--- src/rtl/vote_pkg.sv ---
// Shared definitions for the four-candidate voting machine: state encodings,
// candidate indices and ballot classification helpers.
package vote_pkg;

   localparam int NUM_CAND = 4;
   localparam int CAND_A   = 0;
   localparam int CAND_B   = 1;
   localparam int CAND_C   = 2;
   localparam int CAND_D   = 3;

   typedef enum logic [2:0] {
      ST_IDLE    = 3'd0,
      ST_READY   = 3'd1,
      ST_ARMED   = 3'd2,
      ST_RELEASE = 3'd3,
      ST_CLOSED  = 3'd4
   } state_t;

   // A vote is valid only when exactly one candidate button is down.
   function automatic logic is_onehot(input logic [NUM_CAND-1:0] v);
      return (v != '0) && ((v & (v - NUM_CAND'(1))) == '0);
   endfunction

endpackage

--- src/rtl/vote_timer.sv ---
// Voter inactivity timer: loads TIMEOUT on admission and counts down while armed.
// o_expired marks the final permitted cycle, when the count is 1.
module vote_timer #(
   parameter int TIMEOUT = 1000
) (
   input  logic clk,
   input  logic rst_n,
   input  logic i_load,
   input  logic i_en,
   output logic o_expired
);

   localparam int TW = $clog2(TIMEOUT + 1);

   logic [TW-1:0] r_count;

   always_ff @(posedge clk or negedge rst_n) begin
      if (!rst_n) begin
         r_count <= '0;
      end else if (i_load) begin
         r_count <= TW'(TIMEOUT);
      end else if (i_en && (r_count != '0)) begin
         r_count <= r_count - TW'(1);
      end
   end

   assign o_expired = (r_count == TW'(1));

endmodule

--- src/rtl/vote_controller.sv ---
// Session controller: admits one voter at a time, turns the single accepted
// button press into a one-cycle increment pulse, and keeps poll statistics.
module vote_controller
   import vote_pkg::*;
#(
   parameter int CNT_W   = 21,
   parameter int TIMEOUT = 1000
) (
   input  logic                clk,
   input  logic                rst,
   input  logic                open_poll,
   input  logic                close_poll,
   input  logic                voter_req,
   input  logic [NUM_CAND-1:0] btn,
   output logic                voter_ack,
   output logic [NUM_CAND-1:0] inc,
   output logic                clr_counts,
   output logic [CNT_W-1:0]    total_votes,
   output logic [CNT_W-1:0]    spoiled,
   output logic [CNT_W-1:0]    abandoned,
   output logic [2:0]          state,
   output logic                result_valid
);

   localparam logic [CNT_W-1:0] CNT_MAX    = '1;
   localparam logic [CNT_W-1:0] CNT_MAX_M1 = CNT_MAX - CNT_W'(1);

   state_t              r_state;
   logic [NUM_CAND-1:0] r_inc;
   logic                r_ack;
   logic                r_clr;
   logic                r_result_valid;
   logic                r_close_pend;
   logic [CNT_W-1:0]    r_total;
   logic [CNT_W-1:0]    r_spoiled;
   logic [CNT_W-1:0]    r_abandoned;

   logic w_btn_idle;
   logic w_load;
   logic w_en;
   logic w_expired;

   assign w_btn_idle = (btn == '0);
   assign w_load     = (r_state == ST_READY) && !close_poll && voter_req && w_btn_idle;
   assign w_en       = (r_state == ST_ARMED);

   vote_timer #(
      .TIMEOUT (TIMEOUT)
   ) u_timer (
      .clk       (clk),
      .rst_n     (rst),
      .i_load    (w_load),
      .i_en      (w_en),
      .o_expired (w_expired)
   );

   always_ff @(posedge clk or negedge rst) begin
      if (!rst) begin
         r_state        <= ST_IDLE;
         r_inc          <= '0;
         r_ack          <= 1'b0;
         r_clr          <= 1'b0;
         r_result_valid <= 1'b0;
         r_close_pend   <= 1'b0;
         r_total        <= '0;
         r_spoiled      <= '0;
         r_abandoned    <= '0;
      end else begin
         r_inc <= '0;
         r_ack <= 1'b0;
         r_clr <= 1'b0;
         case (r_state)
            ST_IDLE, ST_CLOSED: begin
               if (open_poll) begin
                  r_state        <= ST_READY;
                  r_clr          <= 1'b1;
                  r_result_valid <= 1'b0;
                  r_close_pend   <= 1'b0;
                  r_total        <= '0;
                  r_spoiled      <= '0;
                  r_abandoned    <= '0;
               end
            end
            ST_READY: begin
               if (close_poll) begin
                  r_state        <= ST_CLOSED;
                  r_result_valid <= 1'b1;
               end else if (voter_req && w_btn_idle) begin
                  r_state <= ST_ARMED;
                  r_ack   <= 1'b1;
               end
            end
            ST_ARMED: begin
               if (close_poll) begin
                  r_close_pend <= 1'b1;
               end
               // A press wins over a timeout landing on the same cycle.
               if (is_onehot(btn)) begin
                  r_inc   <= btn;
                  r_total <= r_total + CNT_W'(1);
                  if (r_total == CNT_MAX_M1) begin
                     r_close_pend <= 1'b1;
                  end
                  r_state <= ST_RELEASE;
               end else if (!w_btn_idle) begin
                  if (r_spoiled != CNT_MAX) begin
                     r_spoiled <= r_spoiled + CNT_W'(1);
                  end
                  r_state <= ST_RELEASE;
               end else if (w_expired) begin
                  if (r_abandoned != CNT_MAX) begin
                     r_abandoned <= r_abandoned + CNT_W'(1);
                  end
                  r_state <= ST_RELEASE;
               end
            end
            ST_RELEASE: begin
               if (w_btn_idle) begin
                  if (r_close_pend) begin
                     r_state        <= ST_CLOSED;
                     r_result_valid <= 1'b1;
                     r_close_pend   <= 1'b0;
                  end else begin
                     r_state <= ST_READY;
                  end
               end
            end
            default: begin
               r_state        <= ST_IDLE;
               r_result_valid <= 1'b0;
            end
         endcase
      end
   end

   assign voter_ack    = r_ack;
   assign inc          = r_inc;
   assign clr_counts   = r_clr;
   assign total_votes  = r_total;
   assign spoiled      = r_spoiled;
   assign abandoned    = r_abandoned;
   assign state        = r_state;
   assign result_valid = r_result_valid;

endmodule
--- config.mk ---
export PLATFORM = sky130hd
export DESIGN_NAME = vote_controller
export DESIGN_NICKNAME = d
export VERILOG_FILES = /design/src/rtl/vote_pkg.sv /design/src/rtl/vote_timer.sv /design/src/rtl/vote_controller.sv
export SDC_FILE = /design/constraint.sdc
export NUM_CORES = 1
export LEC_CHECK = 0
export BUFFER_PORTS_ARGS = -buffer_cell sky130_fd_sc_hd__buf_2
export CAP_MARGIN = 30
export CORE_MARGIN = 1
export CORE_UTILIZATION = 50
export DETAILED_ROUTE_END_ITERATION = 8
export PLACE_DENSITY = 0.75
export SETUP_SLACK_MARGIN = 0.3
export SLEW_MARGIN = 20
export SYNTH_ARGS = -nofsm -noshare
export SYNTH_HDL_FRONTEND = slang
export SYNTH_SLANG_ARGS = --single-unit
--- constraint.sdc ---
create_clock -name clk -period 1.85 [get_ports clk]
set_input_delay 0.2775 -clock clk [delete_from_list [all_inputs] [get_ports clk]]
set_output_delay 0.2775 -clock clk [all_outputs]
set_load 0.005 [all_outputs]
# Word level (Yosys, flattened, before mapping)
# Cells that the tools add are included.
word_totals:
  output_inout_bits: 73
  input_bits: 9
  elab_cells: 100
  reg_bits: 84
op_classes:
  muxes: 40
  n_addsub: 5
  n_bitwise: 2
  n_eq_ne: 21
  reduce_logical: 22
op_table:
  columns: ["operator", "count"]
  rows:
  - ["two-way mux 21 bit", 9]
  - ["case mux 21 bit (2 select lines)", 3]
  - ["adder 21 x 1 -> 21 bit (second input constant)", 3]
  - ["inequality test 21 bit (second input constant)", 2]
  - ["two-way mux 3 bit", 8]
  - ["inequality test 2 bit (second input constant)", 11]
  - ["== test 21 bit (second input constant)", 1]
  - ["two-way mux 10 bit", 2]
  - ["two-way mux 1 bit", 13]
  - ["case mux 3 bit (4 select lines)", 1]
  - ["== test 10 x 1 -> 1 bit (second input constant)", 1]
  - ["AND reduction 5 bit", 2]
  - ["nonzero test 10 bit", 1]
  - ["subtractor 10 x 1 -> 10 bit (second input constant)", 1]
  - ["logical NOT 4 bit", 2]
  - ["two-way mux 4 bit", 2]
  - ["== test 3 x 2 -> 1 bit (second input constant)", 2]
  - ["logical AND 1 bit", 6]
  - ["AND reduction 3 bit", 2]
  - ["AND reduction 6 bit", 1]
  - ["AND 4 bit", 1]
  - ["inequality test 4 bit (second input constant)", 1]
  - ["case mux 1 bit (4 select lines)", 1]
  - ["AND reduction 4 bit", 1]
  - ["12 further kinds", 13]

# Logic depth before layout (Yosys ltp)
depth:
  ltp_word: 6
  depth_mapped: 9
  ltp_nobuf: 6

# Hierarchy
# Synthesis repeated with hierarchy kept, for this count alone.
hier_totals:
  hier_cells: 513
  hier_area_um2: 4797.1
modules_own_cells:
  columns: ["module", "cells_per_inst", "seq_area_each_um2", "instances", "area_each_um2"]
  rows:
  - ["vote_controller", 445, 1851.8, 1, 4149.0]
  - ["vote_timer", 68, 250.2, 1, 648.1]

# Worst setup path after synthesis
# No wires, ideal clock.
synth_path:
  path_type: "register -> register"
  startpoint: "reg r_state[0] (netlist: state[0])"
  endpoint: "reg u_timer.r_count[9]"
  synth_period_minus_slack_ns: 1.997
  required_ns: 1.773
  path_stages_with_launch: 8
  arrival_ns: 1.920
  setup_time_ns: 0.077
  n_path_buf: 2
  setup_slack_ns: -0.147
  path_cell_list: "dfrtp_1 buf_4 or3b_1 buf_2 a41oi_4 nand4b_2 or4_1 nand3_1"
synth_between:
  elab_chain_cells: 5
  word_cells_on_any_way: 8
  cone_classes: "eq/ne (2); mux (1); reduce/logical (5)"
synth_lines:
  columns: ["item", "line", "source"]
  rows:
  - ["from (decl)", "vote_controller.sv:28", "state_t r_state;"]
  - ["from (signal assigned)", "vote_controller.sv:59", "r_state <= ST_IDLE;"]
  - ["from (signal assigned)", "vote_controller.sv:75", "r_state <= ST_READY;"]
  - ["from (signal assigned)", "vote_controller.sv:86", "r_state <= ST_CLOSED;"]
  - ["== test 3 x 1 -> 1 bit", "vote_controller.sv:44", "assign w_load = (r_state == ST_READY) && !close_poll && voter_req && w_btn_idle;"]
  - ["logical AND 1 bit (3 in series)", "vote_controller.sv:44", null]
  - ["two-way mux 10 bit / nonzero test 2 bit (equally long branches)", null, null]
  - ["to (signal assigned)", "vote_timer.sv:21", "r_count <= TW'(TIMEOUT);"]
  - ["to (signal assigned)", "vote_timer.sv:23", "r_count <= r_count - TW'(1);"]
  - ["to (decl)", "vote_timer.sv:15", "logic [TW-1:0] r_count;"]
# Several ways; a longest one is shown, not always the timed one.
# A chain may end at the register's enable or synchronous reset.

# Worst setup path in the final report
layout_path:
  startpoint: "reg r_spoiled[12] (netlist: spoiled[12])"
  endpoint: "reg r_spoiled[4] (netlist: spoiled[4])"
layout_between:
  elab_chain_cells: 3
layout_lines:
  columns: ["item", "line", "source"]
  rows:
  - ["from (decl)", "vote_controller.sv:35", "logic [CNT_W-1:0] r_spoiled;"]
  - ["from (signal assigned)", "vote_controller.sv:107", "r_spoiled <= r_spoiled + CNT_W'(1);"]
  - ["inequality test 21 bit", "vote_controller.sv:106", "if (r_spoiled != CNT_MAX) begin"]
  - ["inequality test 2 bit (no line)", null, null]
  - ["AND reduction 5 bit (no line)", null, null]
# No other way between the ends.

==> metrics <==
status finished with violations; failing checks design-rule violations, negative setup slack; Clock Latency Late Sink 370 ps; Core Region 8850 um^2; clock sink count 84; met3 routed wirelength 1570 um; Synth Area per Inst 9.44 um^2; Leak Pwr 3.35 nW; remaining antenna violation count after routing 0; Fin Clk Skew 12.7 ps; Die H 98.5 um; PnR worst setup slack -188 ps; IO Count 82; diodes inserted 0; top_reg_cell synth dfrtp_1; YS warnings 0; vias in the first global route 4851; FF+latch area 2110 um^2; Synth area leaders dfrtp_1 (45%), a21oi_1 (4.5%), o21ai_0 (4.3%); EDFF count, synth 0; Final Power 5.70 mW; Synth async-reset ratio 100%; Setup crit end kind register; multi-input logic area 3170 um^2; gp weighted congestion 0.820; post-synthesis sequential area ratio 45.2%; worst-margin pin slew 568 ps; Tcrit/Tclk final 110%; GR Util All Layers 31.8%; first-pass GRT wire length 24400 um; root buffer cell clkbuf_8; maxcap violations 0; CTS tree yes; initial antenna violation count 0; flop-to-flop setup slack -190 ps; worst-case clock buffer depth 2; final setup violating endpoints 54; syn nets 509; Final Critical Period 2040 ps; top-area cell type share of the netlist area 45.2%; I/O Buffers 81; Starting Density 52.6%; H-Tree Depth 3; Remaining Overflow, GRT 0; Rel. slew slack 62.0%; pin count of the biggest net entering global routing 35; fill count 442; Die X 98.5 um; Min-Delay Path Class input port to register; largest area contributor in the netlist dfrtp_1; Inserted Clock Buffers 9; share of layout cells above drive strength 1 53.0%; wire length on met2 8840 um; FMAX 491 MHz; Seq cells post-synth 84; Remaining DRCs 1; Critical Path Start Type register; final hold vios 0; dpl hpwl 8880 um; row count 34; Synth-to-Final Area Change 58.3%; total number of vias 5395; Final Slew Violations 0; P per Cell Area 774 nW/um^2; Clock transition at path regs 100 ps; Crit path arrival time 2290 ps; Critical Path RT 2100 ps; Die Area 9700 um^2; drt first-iter violations 541; routed len/inst 22.5 um; final WL 18200 um; post-DR vias/cell 6.68; VDD IR max 0.505 mV; post-synth cell types 60; Mapped Area 4650 um^2; Crit Path Max Fanout 6; final net count 712; critical path class register to register; detailed-router iteration count before antenna repair 9; Setup WS pre-CTS -128 ps; Mapped Cells 493; highest routed layer met4; Met1 Wirelength 6670 um; RSZ-0062 raised after global routing true
-- flip-flops by register name, indices dropped and copies added, names as in the netlist --
signal / cells
u_timer.r_count: 10
result_valid: 1
inc: 4
spoiled: 21
total_votes: 21
state: 3
voter_ack: 1
abandoned: 21
clr_counts: 1
r_close_pend: 1
-- report_power, final --
group | total, mW | internal [mW] | switching, mW | leakage [nW]
sequential | 2.08 | 1.95 | 0.132 | 1.12
clock | 1.36 | 0.653 | 0.705 | 0.0914
combinational | 2.26 | 1.08 | 1.18 | 2.15
total | 5.70 | 3.68 | 2.02 | 3.35
-- logic make-up after synthesis --
group                      Yosys count  share of synthesized area, %
xor gates and xnor gates             6                          1.13
muxes                                8                          1.80
AOI/OAI and AO/OA                  156                          22.2
and+or+nand+nor                    193                          23.3
DFF                                 84                          45.2
buffers and inverters               38                          4.36
adders and majority gates            8                          2.10
-- critical path, stage by stage, from the launching register on --
cell and delay (ps):
dfrtp_1 530, and4_1 290, nand4_1 230, o2bb2ai_4 360
buf_12 200, nor4_4 50, a211o_1 280
-- per-stage QoR --
stage	std cells	instance area (um^2)	TNS, ps	util, %	hold slack (ps)
after floorplan	493	4850	-1440	-	-18.1
after global placement	746	5900	-183	66.7	249
after detailed placement	746	5900	-1630	66.7	258
after CTS	790	6760	-328	76.4	192
after global routing	808	7370	-6470	83.3	203
final	808	7370	-4200	83.3	205
-- layout make-up --
cell class,instances,area share (%)
Clock inverter,4,0.679
Multi-Input combinational cell,374,43.1
Clock buffer,11,1.92
Timing Repair Buffer,213,22.9
Sequential cell,84,28.7
Tap cell,108,1.83
Inverter,14,0.883
-- layer usage --
layer / vias to the layer above / global-route usage, %
met5: - / 0
met4: 0 / 14.7
met3: 115 / 4.75
met2: 391 / 54.4
met1: 2594 / 39.9
li1: 2295 / -
-- cell usage after synthesis, types with 5 or more instances --
cell and count:
clkbuf_1 13, nand4_1 19, and2_1 7, mux2i_1 5, nand2_1 46, and3_1 12
o41ai_1 6, or4_1 5, inv_1 13, ha_1 7, o21a_1 7, dfrtp_1 84
a41oi_1 7, nor2_1 32, o31ai_1 16, buf_4 6, xor2_1 5, nor4_1 5
or3_1 13, o21ai_0 40, and4_1 10, a31oi_1 17, nand3_1 22, a21oi_1 42
-- layout by cell type (no fill, tap or decap), types with 11 or more instances in the layout --
cell type | netlist | routed
a21oi_2 | 0 | 22
o21ai_2 | 0 | 12
dfrtp_1 | 84 | 75
nand4_1 | 19 | 19
buf_6 | 3 | 23
buf_4 | 6 | 94
a31oi_1 | 17 | 13
nand2_1 | 46 | 39
a21oi_1 | 42 | 18
buf_2 | 2 | 80
nor2_1 | 32 | 29
nand3_1 | 22 | 17
inv_1 | 13 | 12
o21ai_4 | 0 | 11
-- path summary, 6_finish.rpt --
check                                   startpoint                          to  cells past startpoint
max                        spoiled[12]$_DFFE_PN0P_      spoiled[4]$_DFFE_PN0P_                      6
max in group asynchronous                      rst  total_votes[9]$_DFFE_PN0P_                      3
max reg2reg                spoiled[12]$_DFFE_PN0P_      spoiled[4]$_DFFE_PN0P_                      6
min                                         btn[0]            inc[0]$_DFF_PN0_                      2
min reg2reg                spoiled[17]$_DFFE_PN0P_     spoiled[17]$_DFFE_PN0P_                      1
min in group asynchronous                      rst            inc[0]$_DFF_PN0_                      2
-- repair_timing --
| item | in CTS | in global routing |
|---|---|---|
| gates cloned | 7 | 1 |
| buffers inserted | 21 | 17 |
| pin swaps | 30 | 39 |
| endpoints found under the hold margin | 29 | 0 |
| endpoints found under the setup margin | 78 | 81 |
| gates resized for setup | 99 | 104 |
| hold buffers | 1 | 0 |
Power figures use the tool's default switching activity.
